### src/rtl/motor_step_decoder.sv
`default_nettype none
// ============================================================================
// Module   : motor_step_decoder
// Brief    : Step/dir pin receiver. Synchronizes the pins, detects step
//            rising edges, tracks a signed position and checks pin timing
//            (dir setup, step high width, step low gap) against run-time
//            minimums, raising sticky violation flags.
// Revision : 1.0 - initial release
// ============================================================================
module motor_step_decoder (
  input  logic               clk_i,
  input  logic               reset_i,
  input  logic               step_in_i,
  input  logic               dir_in_i,
  input  logic               invert_dir_i,
  input  logic [31:0]        min_setup_i,
  input  logic [31:0]        min_high_i,
  input  logic [31:0]        min_low_i,
  input  logic               clear_err_i,
  output logic               step_stb_o,
  output logic               step_dir_o,
  input  logic               set_x_i,
  input  logic signed [31:0] x_val_i,
  output logic signed [31:0] x_o,
  input  logic               hold_i,
  output logic signed [31:0] x_hold_o,
  output logic               setup_err_o,
  output logic               width_err_o,
  output logic               gap_err_o
);

  localparam logic [15:0] C_CNT_MAX = 16'hFFFF;

  // Only the low 16 bits of each timing limit take part in the checks.
  logic [15:0] w_min_setup;
  logic [15:0] w_min_high;
  logic [15:0] w_min_low;

  assign w_min_setup = min_setup_i[15:0];
  assign w_min_high  = min_high_i[15:0];
  assign w_min_low   = min_low_i[15:0];

  // --------------------------------------------------------------------------
  // Registers (_q) and their next-state values (_d)
  // --------------------------------------------------------------------------
  logic               step_s1_q,  step_s2_q,  step_dly_q;
  logic               dir_s1_q,   dir_s2_q,   dir_dly_q;
  logic [15:0]        high_cnt_q, high_cnt_d;
  logic [15:0]        low_cnt_q,  low_cnt_d;
  logic [15:0]        dir_age_q,  dir_age_d;
  logic               step_stb_q, step_stb_d;
  logic               step_dir_q, step_dir_d;
  logic signed [31:0] x_q,        x_d;
  logic signed [31:0] x_hold_q,   x_hold_d;
  logic               setup_err_q, setup_err_d;
  logic               width_err_q, width_err_d;
  logic               gap_err_q,   gap_err_d;

  // Edge / change detection on the synchronized pins
  logic        w_rise;
  logic        w_fall;
  logic        w_dir_chg;
  logic [15:0] w_dir_age_eff;
  logic        w_dir_new;
  logic        w_setup_viol;
  logic        w_width_viol;
  logic        w_gap_viol;

  assign w_rise    =  step_s2_q & ~step_dly_q;
  assign w_fall    = ~step_s2_q &  step_dly_q;
  assign w_dir_chg =  dir_s2_q ^ dir_dly_q;

  // A dir change coinciding with the step rise counts as zero setup time.
  assign w_dir_age_eff = w_dir_chg ? 16'd0 : dir_age_q;
  assign w_dir_new     = dir_s2_q ^ invert_dir_i;

  // A limit of zero can never be undercut, so zero disables the check.
  // A saturated counter (FFFF) is never below any 16-bit limit.
  assign w_setup_viol = w_rise & (w_dir_age_eff < w_min_setup);
  assign w_gap_viol   = w_rise & (low_cnt_q     < w_min_low);
  assign w_width_viol = w_fall & (high_cnt_q    < w_min_high);

  // Two-flop synchronizers on both pins plus one delay flop each for
  // edge (step) and change (dir) detection.
  always_ff @(posedge clk_i) begin
    if (reset_i) begin
      step_s1_q  <= 1'b0;
      step_s2_q  <= 1'b0;
      step_dly_q <= 1'b0;
      dir_s1_q   <= 1'b0;
      dir_s2_q   <= 1'b0;
      dir_dly_q  <= 1'b0;
    end else begin
      step_s1_q  <= step_in_i;
      step_s2_q  <= step_s1_q;
      step_dly_q <= step_s2_q;
      dir_s1_q   <= dir_in_i;
      dir_s2_q   <= dir_s1_q;
      dir_dly_q  <= dir_s2_q;
    end
  end

  // Saturating timing counters: high width, low gap and dir stable age.
  always_comb begin
    high_cnt_d = high_cnt_q;
    low_cnt_d  = low_cnt_q;
    dir_age_d  = dir_age_q;

    if (w_rise) begin
      high_cnt_d = 16'd0;
    end else if (step_s2_q && (high_cnt_q != C_CNT_MAX)) begin
      high_cnt_d = high_cnt_q + 16'd1;
    end

    if (w_fall) begin
      low_cnt_d = 16'd0;
    end else if (!step_s2_q && (low_cnt_q != C_CNT_MAX)) begin
      low_cnt_d = low_cnt_q + 16'd1;
    end

    if (w_dir_chg) begin
      dir_age_d = 16'd0;
    end else if (dir_age_q != C_CNT_MAX) begin
      dir_age_d = dir_age_q + 16'd1;
    end
  end

  // Step strobe, direction and position; set_x overrides the step update.
  always_comb begin
    step_stb_d = w_rise;
    step_dir_d = step_dir_q;
    x_d        = x_q;
    x_hold_d   = x_hold_q;

    if (w_rise) begin
      step_dir_d = w_dir_new;
      x_d        = w_dir_new ? (x_q - 32'sd1) : (x_q + 32'sd1);
    end

    if (set_x_i) begin
      x_d = x_val_i;
    end

    // Hold captures the position as it stands before this cycle's update.
    if (hold_i) begin
      x_hold_d = x_q;
    end
  end

  // Sticky error flags; a new violation beats a simultaneous clear.
  always_comb begin
    setup_err_d = (setup_err_q & ~clear_err_i) | w_setup_viol;
    width_err_d = (width_err_q & ~clear_err_i) | w_width_viol;
    gap_err_d   = (gap_err_q   & ~clear_err_i) | w_gap_viol;
  end

  // State registers. Counters preset to saturation so the first step after
  // reset is never flagged.
  always_ff @(posedge clk_i) begin
    if (reset_i) begin
      high_cnt_q  <= C_CNT_MAX;
      low_cnt_q   <= C_CNT_MAX;
      dir_age_q   <= C_CNT_MAX;
      step_stb_q  <= 1'b0;
      step_dir_q  <= 1'b0;
      x_q         <= 32'sd0;
      x_hold_q    <= 32'sd0;
      setup_err_q <= 1'b0;
      width_err_q <= 1'b0;
      gap_err_q   <= 1'b0;
    end else begin
      high_cnt_q  <= high_cnt_d;
      low_cnt_q   <= low_cnt_d;
      dir_age_q   <= dir_age_d;
      step_stb_q  <= step_stb_d;
      step_dir_q  <= step_dir_d;
      x_q         <= x_d;
      x_hold_q    <= x_hold_d;
      setup_err_q <= setup_err_d;
      width_err_q <= width_err_d;
      gap_err_q   <= gap_err_d;
    end
  end

  assign step_stb_o  = step_stb_q;
  assign step_dir_o  = step_dir_q;
  assign x_o         = x_q;
  assign x_hold_o    = x_hold_q;
  assign setup_err_o = setup_err_q;
  assign width_err_o = width_err_q;
  assign gap_err_o   = gap_err_q;

endmodule
`default_nettype wire

### config.mk
export PLATFORM = sky130hd
export DESIGN_NAME = motor_step_decoder
export DESIGN_NICKNAME = d
export VERILOG_FILES = /design/src/rtl/motor_step_decoder.sv
export SDC_FILE = /design/constraint.sdc
export NUM_CORES = 1
export LEC_CHECK = 0
export CORE_MARGIN = 2
export CORE_UTILIZATION = 45
export DETAILED_ROUTE_END_ITERATION = 16
export GPL_ROUTABILITY_DRIVEN = 0
export GPL_TIMING_DRIVEN = 1
export PLACE_DENSITY = 0.82
export SLEW_MARGIN = 25
export SYNTH_ARGS = -nofsm -noshare
export SYNTH_HDL_FRONTEND = slang
export SYNTH_SLANG_ARGS = --single-unit
### constraint.sdc
create_clock -name clk_i -period 3.8 [get_ports clk_i]
set_input_delay 0.76 -clock clk_i [delete_from_list [all_inputs] [get_ports clk_i]]
set_output_delay 0.76 -clock clk_i [all_outputs]
set_load 0.02 [all_outputs]
==> reports/metrics.cfg, run 1 <==
[status]
outcome = completed

[global_route]
global_route_wire_length_before_repair_um = 35940
grt_start_max_net_pins = 50
grt_pass1_vias = 7698
globalRouteTotalUtil_pct = 22.52
grt.overflow.total = 0
antenna_found_initial = 0

[clock_network]
cts_tree = done
cts.sink_count = 123
cts_root_cell = sky130_fd_sc_hd__clkbuf_16
postCtsHoldBufs = 0
clock_insertion_delay_worst_skew_ns = 0.42
cts.htree.levels = 4
cts.clk_slew.worst_paths_ns = 0.06
cts_inserted_buffers = 17
clock_path_buffers = 2

[job]
maxCapViolCount = 0

[power]
power-per-cell-area_nw_per_um2 = 462.3
internal_power_mw = 3.272
switching_share_pct = 35.08
p_leak_nw = 4.868
clock_power_share_pct = 29.2
power.net_switching_mw = 1.768
share_comb_of_total_power_pct = 37.7
vdd.ir_drop.worst_mv = 0.3032
power_share_of_the_sequential_group_pct = 33.0
total_power_mw = 5.040

[sta]
tightestPinTransition_ns = 0.9417
maxClockFrequency_mhz = 281.8
timing.final.max_slew_violations = 0
setup_tns_ns = 0
final_min_period_over_clock_period_pct = 93.39
min_period_ns = 3.549
fin_worst_skew_ns = 0.007379
rsz0062_at_grt = false
tightest_slew_margin_relative_to_the_limit_pct = 36.77
count_of_final_hold_check_violations = 0
timing.final.setup_violations = 0
worst_slack_setup_final_ns = 0.2512

[synthesis]
post_synth_main_area_contributors = sky130_fd_sc_hd__dfxtp_1 30%, sky130_fd_sc_hd__ha_1 13%, sky130_fd_sc_hd__a21o_1 7.0%
dominantRegCellSynth = sky130_fd_sc_hd__dfxtp_1
syn_inst = 989
ys_warn_count = 0
synth-seq-area-share_pct = 30.45
syn-num-nets = 1207
syn-mean-instance-area_um2 = 8.178
synth_edf_count = 0
yosys_register_bits = 123
async_flop_share_pct = 0
netlist-cell-type-count = 54
cell_taking_the_most_area_after_synthesis = sky130_fd_sc_hd__dfxtp_1
synthesis.area_um2 = 8088
synth.top_cell.area_share_pct = 30.45

[detailed_routing]
detailedRoute.firstPassIterationCount = 5
drt_iter0_drc = 423
average_wire_per_standard_cell_um = 15.33
vias_per_cell = 5.399
post-route-drc-count = 0
route.final.wire_length_um = 21890
via_count = 7710
detail-route-antenna-nets = 0

[hold_path]
holdCritPathClass = reg -> reg
min_from = step_s1_q
hold-path-endpoint = step_s2_q
min_path_cells = 1

[die]
design.portCount = 205
initial_utilization_pct = 45.49
core_um2 = 17780
floorplan.die_area_um2 = 19060
dieHeight_um = 138.1
std_cell_rows = 49
chipWidth_um = 138.1

[placed_design]
placement.setup.worst_slack_ns = -0.4174
half_perimeter_wire_length_after_detailed_placement_um = 15980
buffer_ports.inserted = 156
post_dp_cell_area_um2 = 10330

[setup_path]
crit_buf_inv = 3
regToRegEndpoint = x_o[29]
timing_worst_setup_path_type = in -> reg
setup.worst_path.end_class = register
critical_path.reg2reg.startpoint = dir_s2_q
timing.critical_path.slowest_stage_cell = sky130_fd_sc_hd__or4_1
data_required_time_of_the_worst_path_ns = 4.08
r2r_slack_ns = 0.41
critPathLaunchType = input pin
cp_data_arrival_time_ns = 3.83
worst_path_dominant_cell_family = simple AND/OR/NAND/NOR gates
timing.critical_path.cells = dlymetal6s2s_1 -> xnor2_4 -> clkinvlp_4 -> buf_4 -> ha_1 -> nor2_1 -> or4_1 -> o21ai_2 -> a211oi_1 -> or4_1 -> a31oi_1 -> xnor2_1 -> o22ai_1
timing.critical_path.slowest_cell_delay_ns = 0.53
crit_top_cell = sky130_fd_sc_hd__or4_1
worstPathMaxFanout = 8
timing.reg2reg.worst_path_depth = 12

[cells_and_area]
final_core_util_pct = 61.32
final_area_um2 = 10900
area_growth_pct = 34.81
final_layout_size_suffix_gt1_share_pct = 10.26
antenna_cells_inserted = 0
finish.net_count = 1404

cell type report:
| type | instances | area (µm²) |
|---|---|---|
| fillers | 1523 | 6877 |
| multi-input cells | 744 | 5238 |
| flip-flops and latches | 123 | 2462 |
| repair buffers | 228 | 2103 |
| clock buffers | 18 | 439.2 |
| well taps | 229 | 286.5 |
| inverters | 72 | 274.0 |
| clock inverters | 14 | 100.1 |
power by group through the flow:
stage | combinational, mW | sequential (mW) | clock (mW)
3_5_place_dp | 1.86 | 1.69 | 0
3_3_place_gp | 1.82 | 1.68 | 0
4_1_cts | 1.89 | 1.66 | 1.51
2_1_floorplan | 1.27 | 1.69 | 0
6_report | 1.90 | 1.66 | 1.47
5_1_grt | 2.11 | 1.69 | 1.56
through the flow:
step                      cells  hold slack, ns
after floorplan             989          0.4138
after global placement     1395          0.4180
after detailed placement   1395          0.4276
after CTS                  1428          0.4405
after global routing       1428          0.4612
final                      1428          0.4355
synthesized netlist by cell type, drive strengths merged (13+ instances only):
| master | instances |
|---|---|
| dfxtp | 123 |
| nor2 | 82 |
| ha | 81 |
| a21o | 75 |
| inv | 72 |
| nand2 | 71 |
| a21oi | 70 |
| xnor2 | 49 |
| clkbuf | 42 |
| mux2i | 34 |
| nand4 | 34 |
| o21ai | 30 |
| nand3 | 21 |
| and2 | 19 |
| nor2b | 19 |
| xor2 | 18 |
| nor3 | 15 |
| and3 | 13 |
flip-flops by register name, summed over array words and instances, names as in the netlist:
name and count:
step_stb_o 1, step_s2_q 1, dir_s2_q 1, setup_err_o 1, step_s1_q 1, dir_dly_q 1
high_cnt_q 16, step_dir_o 1, gap_err_o 1, width_err_o 1, step_dly_q 1, dir_s1_q 1
x_hold_o 32, dir_age_q 16, low_cnt_q 16, x_o 32
how the worst max path moves through the flow:
stage | depth (start not counted) | to | start
after detailed placement | 13 | x_o[29] | invert_dir_i
after floorplan | 12 | x_o[29] | invert_dir_i
after global placement | 13 | x_o[29] | invert_dir_i
after CTS | 13 | x_o[29] | invert_dir_i
final | 13 | x_o[29] | invert_dir_i
after global routing | 13 | x_o[29] | invert_dir_i
cells by family (layout without fill, tap and decap cells):
| group | after synthesis | in the layout | synth area share [%] |
|---|---|---|---|
| AOI/OAI and AO/OA | 254 | 254 | 20.76 |
| DFF | 123 | 123 | 30.45 |
| muxes | 35 | 35 | 4.347 |
| xor gates and xnor gates | 67 | 67 | 7.256 |
| adders and majority gates | 82 | 82 | 12.78 |
| and+or+nand+nor | 306 | 306 | 18.69 |
| buffers and inverters | 122 | 332 | 5.724 |
metal layers:
layer	global-route usage (%)	vias to the layer above	part of all wire (%)
met1	26.75	3576	44
met2	39.84	201	49
met4	7.841	0	2.4
li1	-	3890	-
met3	5.300	43	5.1
met5	0	-	0
repair_timing:
action / 4_1_cts / 5_1_grt
pin swaps: 0 / 2
gates resized for setup: 0 / 6
buffers inserted: 1 / 0
gates cloned: 0 / 0
setup endpoints to repair: 2 / 12
layout by cell type (no fill, tap or decap), types with 12 or more instances in the layout:
cell                              synthesis  routed
sky130_fd_sc_hd__clkdlybuf4s50_1          0     153
sky130_fd_sc_hd__dfxtp_1                123     123
sky130_fd_sc_hd__nor2_1                  82      82
sky130_fd_sc_hd__ha_1                    81      78
sky130_fd_sc_hd__a21o_1                  75      75
sky130_fd_sc_hd__buf_4                    0      73
sky130_fd_sc_hd__inv_1                   72      71
sky130_fd_sc_hd__nand2_1                 71      71
sky130_fd_sc_hd__a21oi_1                 70      69
sky130_fd_sc_hd__xnor2_1                 49      48
sky130_fd_sc_hd__mux2i_1                 34      34
sky130_fd_sc_hd__nand4_1                 34      34
sky130_fd_sc_hd__o21ai_0                 28      28
sky130_fd_sc_hd__nand3_1                 20      20
sky130_fd_sc_hd__and2_1                  19      19
sky130_fd_sc_hd__nor2b_1                 19      19
sky130_fd_sc_hd__xor2_1                  18      18
sky130_fd_sc_hd__clkbuf_16                0      17
sky130_fd_sc_hd__nor3_1                  15      15
sky130_fd_sc_hd__and3_1                  13      13
sky130_fd_sc_hd__o21bai_1                12      12
No activity file was read; power rests on OpenSTA's default activity.
==> run 2: changes to the inputs <==
GPL_TIMING_DRIVEN = 0   (was 1)
==> run 2 against run 1 <==
  * Sequential power hardly changed
  * Combinational power fell by 4%
  * Maximum frequency fell by 3.5%
  * Global-route usage is 1.9 points higher
  * Core utilization down 1.2 points
  * Clock power up 15%
  * Setup slack got worse by 0.13 ns
==> reports/metrics.cfg, run 2 (synthesis results as in run 1) <==
[power]
internal_power_mw = 3.413  ; was 3.272 mW
clock_power_share_pct = 32.5  ; was 29.2%
power_share_of_the_sequential_group_pct = 32.2  ; was 33.0%
p_leak_nw = 4.639  ; was 4.868 nW
power.net_switching_mw = 1.776  ; was 1.768 mW
power-per-cell-area_nw_per_um2 = 485.6  ; was 462.3 nW/µm²
switching_share_pct = 34.22  ; was 35.08%
share_comb_of_total_power_pct = 35.3  ; was 37.7%
vdd.ir_drop.worst_mv = 0.3498  ; was 0.3032 mV

[die]
dieHeight_um = 138.1  ; unchanged
initial_utilization_pct = 45.49  ; unchanged
chipWidth_um = 138.1  ; unchanged
std_cell_rows = 49  ; unchanged
design.portCount = 205  ; unchanged
floorplan.die_area_um2 = 19060  ; unchanged
core_um2 = 17780  ; unchanged

[global_route]
global_route_wire_length_before_repair_um = 38430  ; was 35940 µm
grt.overflow.total = 0  ; unchanged
antenna_found_initial = 1  ; was 0
grt_pass1_vias = 7700  ; was 7698
grt_start_max_net_pins = 17  ; was 50
globalRouteTotalUtil_pct = 24.45  ; was 22.52%

[cells_and_area]
multi_input_comb_area_um2 = 5280  ; was 5238 µm²
filler_cell_count = 1571  ; was 1523
sequential_cell_area_um2 = 2462  ; unchanged
finish.net_count = 1384  ; was 1404
layout_common_cells = 153 x sky130_fd_sc_hd__clkdlybuf4s50_1, 123 x sky130_fd_sc_hd__dfxtp_1, 82 x sky130_fd_sc_hd__nor2_1  ; unchanged
final_layout_size_suffix_gt1_share_pct = 5.004  ; was 10.26%
most_common_cell_after_layout_fill_and_taps_aside = sky130_fd_sc_hd__clkdlybuf4s50_1  ; unchanged
area_growth_pct = 32.12  ; was 34.81%
antenna_cells_inserted = 0  ; unchanged
fin_cells = 1408  ; was 1428

[placed_design]
half_perimeter_wire_length_after_detailed_placement_um = 17300  ; was 15980 µm
placed_cells = 1372  ; was 1395
placement.setup.worst_slack_ns = -1.528  ; was -0.4174 ns
buffer_ports.inserted = 154  ; was 156

[clock_network]
clock_path_buffers = 2  ; unchanged
cts_inserted_buffers = 17  ; unchanged
postCtsHoldBufs = 0  ; unchanged
cts.htree.levels = 4  ; unchanged
cts_tree = done  ; unchanged
cts.sink_count = 123  ; unchanged
clock_insertion_delay_worst_skew_ns = 0.42  ; about the same
cts.clk_slew.worst_paths_ns = 0.06  ; about the same
cts_root_cell = sky130_fd_sc_hd__clkbuf_16  ; unchanged

[detailed_routing]
via_count = 7830  ; was 7710
post-route-drc-count = 0  ; unchanged
detailedRoute.firstPassIterationCount = 5  ; unchanged
vias_per_cell = 5.561  ; was 5.399
drt_iter0_drc = 575  ; was 423
detail-route-antenna-nets = 0  ; unchanged
route.final.wire_length_um = 23820  ; was 21890 µm
average_wire_per_standard_cell_um = 16.92  ; was 15.33 µm

[sta]
worst_slack_setup_final_ns = 0.1237  ; was 0.2512 ns
tightestPinTransition_ns = 0.9904  ; was 0.9417 ns
final_min_period_over_clock_period_pct = 96.74  ; was 93.39%
fin_worst_skew_ns = 0.007439  ; was 0.007379 ns
maxClockFrequency_mhz = 272.0  ; was 281.8 MHz
tightest_slew_margin_relative_to_the_limit_pct = 33.97  ; was 36.77%
min_period_ns = 3.676  ; was 3.549 ns
timing.final.setup_violations = 0  ; unchanged
timing.final.max_slew_violations = 0  ; unchanged
count_of_final_hold_check_violations = 0  ; unchanged

[setup_path]
critical_path.reg2reg.startpoint = dir_s2_q  ; unchanged
setup.worst_path.end_class = register  ; unchanged
timing.reg2reg.worst_path_depth = 12  ; unchanged
regToRegEndpoint = x_o[27]  ; was x_o[29]
critPathLaunchType = input pin  ; unchanged
crit_start = invert_dir_i  ; unchanged
timing_worst_setup_path_type = in -> reg  ; unchanged
worstPathMaxFanout = 6  ; was 8
r2r_slack_ns = 0.37  ; was 0.41 ns
data_required_time_of_the_worst_path_ns = 4.10  ; was 4.08 ns
cp_data_arrival_time_ns = 3.98  ; was 3.83 ns

[hold_path]
min_from = dir_s1_q  ; was step_s1_q
holdCritPathClass = reg -> reg  ; unchanged
hold-path-endpoint = dir_s2_q  ; was step_s2_q
min_path_cells = 1  ; unchanged

[status]
outcome = completed  ; unchanged

[job]
maxCapViolCount = 0  ; unchanged

## run 2: changes by cell type in the layout (fill, tap and decap cells not counted), sizes merged
cell / delta
buf: -62
clkinv: -4
dlymetal6s2s: -1
clkinvlp: -2
bufinv: +3
dlygate4sd2: +1
clkbuf: +45
## run 2: how the worst max path moves through the flow
stage	end	slack [ns]	cells past startpoint
finish	x_o[27]	0.12	13
detailed placement	x_o[27]	-1.53	12
CTS	x_o[29]	0.005	14
floorplan	x_o[29]	-0.09	12
global route	x_o[27]	-0.02	13
global placement	x_o[27]	-1.48	12
## run 2: what timing repair did
| action | 4_1_cts | 5_1_grt |
|---|---|---|
| gates resized for setup | 3 | 13 |
| setup endpoints to repair | 26 | 6 |
| hold endpoints to repair | 0 | 0 |
| gates cloned | 1 | 0 |
| pin swaps | 1 | 3 |
| setup buffers | 3 | 4 |
## run 2: stage by stage
stage	total power [mW]	hold WS (ns)	utilization [%]	area [µm²]	setup TNS [ns]
final	5.189	0.4350	60.10	10690	0
after global routing	5.493	0.4593	60.10	10690	-0.01904
after CTS	5.152	0.4394	59.68	10610	0
after detailed placement	3.451	0.4299	56.11	9976	-27.31
after global placement	3.395	0.4154	56.11	9976	-26.83
after floorplan	2.955	0.4138	-	8148	-0.08822
## run 2: power by group through the flow
stage          registers, mW  clock network [mW]  logic (mW)
2_1_floorplan           1.69                   0        1.27
3_3_place_gp            1.69                   0        1.71
4_1_cts                 1.67                1.69        1.79
3_5_place_dp            1.69                   0        1.76
5_1_grt                 1.70                1.75        2.05
6_report                1.67                1.69        1.83
## run 2: routing by layer
layer / track usage (%) / wire [µm]
met5: 0 / 10
met3: 4.988 / 1607
met1: 30.13 / 10010
met4: 8.378 / 595
met2: 42.57 / 11600
## run 2: worst max-delay path, cell delays in order
cell and delay, ns:
sky130_fd_sc_hd__dlygate4sd2_1 0.31, sky130_fd_sc_hd__xnor2_4 0.23, sky130_fd_sc_hd__clkinvlp_4 0.20, sky130_fd_sc_hd__buf_4 0.17, sky130_fd_sc_hd__ha_1 0.30, sky130_fd_sc_hd__a211o_1 0.37, sky130_fd_sc_hd__a2111oi_4 0.36, sky130_fd_sc_hd__or4_1 0.16
sky130_fd_sc_hd__o211ai_1 0.21, sky130_fd_sc_hd__a21oi_2 0.33, sky130_fd_sc_hd__o21ai_1 0.11, sky130_fd_sc_hd__xnor2_1 0.14, sky130_fd_sc_hd__a2111oi_1 0.32
## run 2: final cells by class
cell class	count	share of cell area, %
multi-input cells	744	49.41
flip-flops and latches	123	23.04
repair buffers	161	14.94
clock buffers	22	4.344
well taps	229	2.682
inverters	72	2.564
plain buffers	46	1.628
clock inverters	10	1.311
repair inverters	1	0.07026
==> run 3: changes to the inputs <==
SLEW_MARGIN = 20   (was 25)
==> results of run 3 <==
Final layout, timing and power as in run 2 (identical DEF).
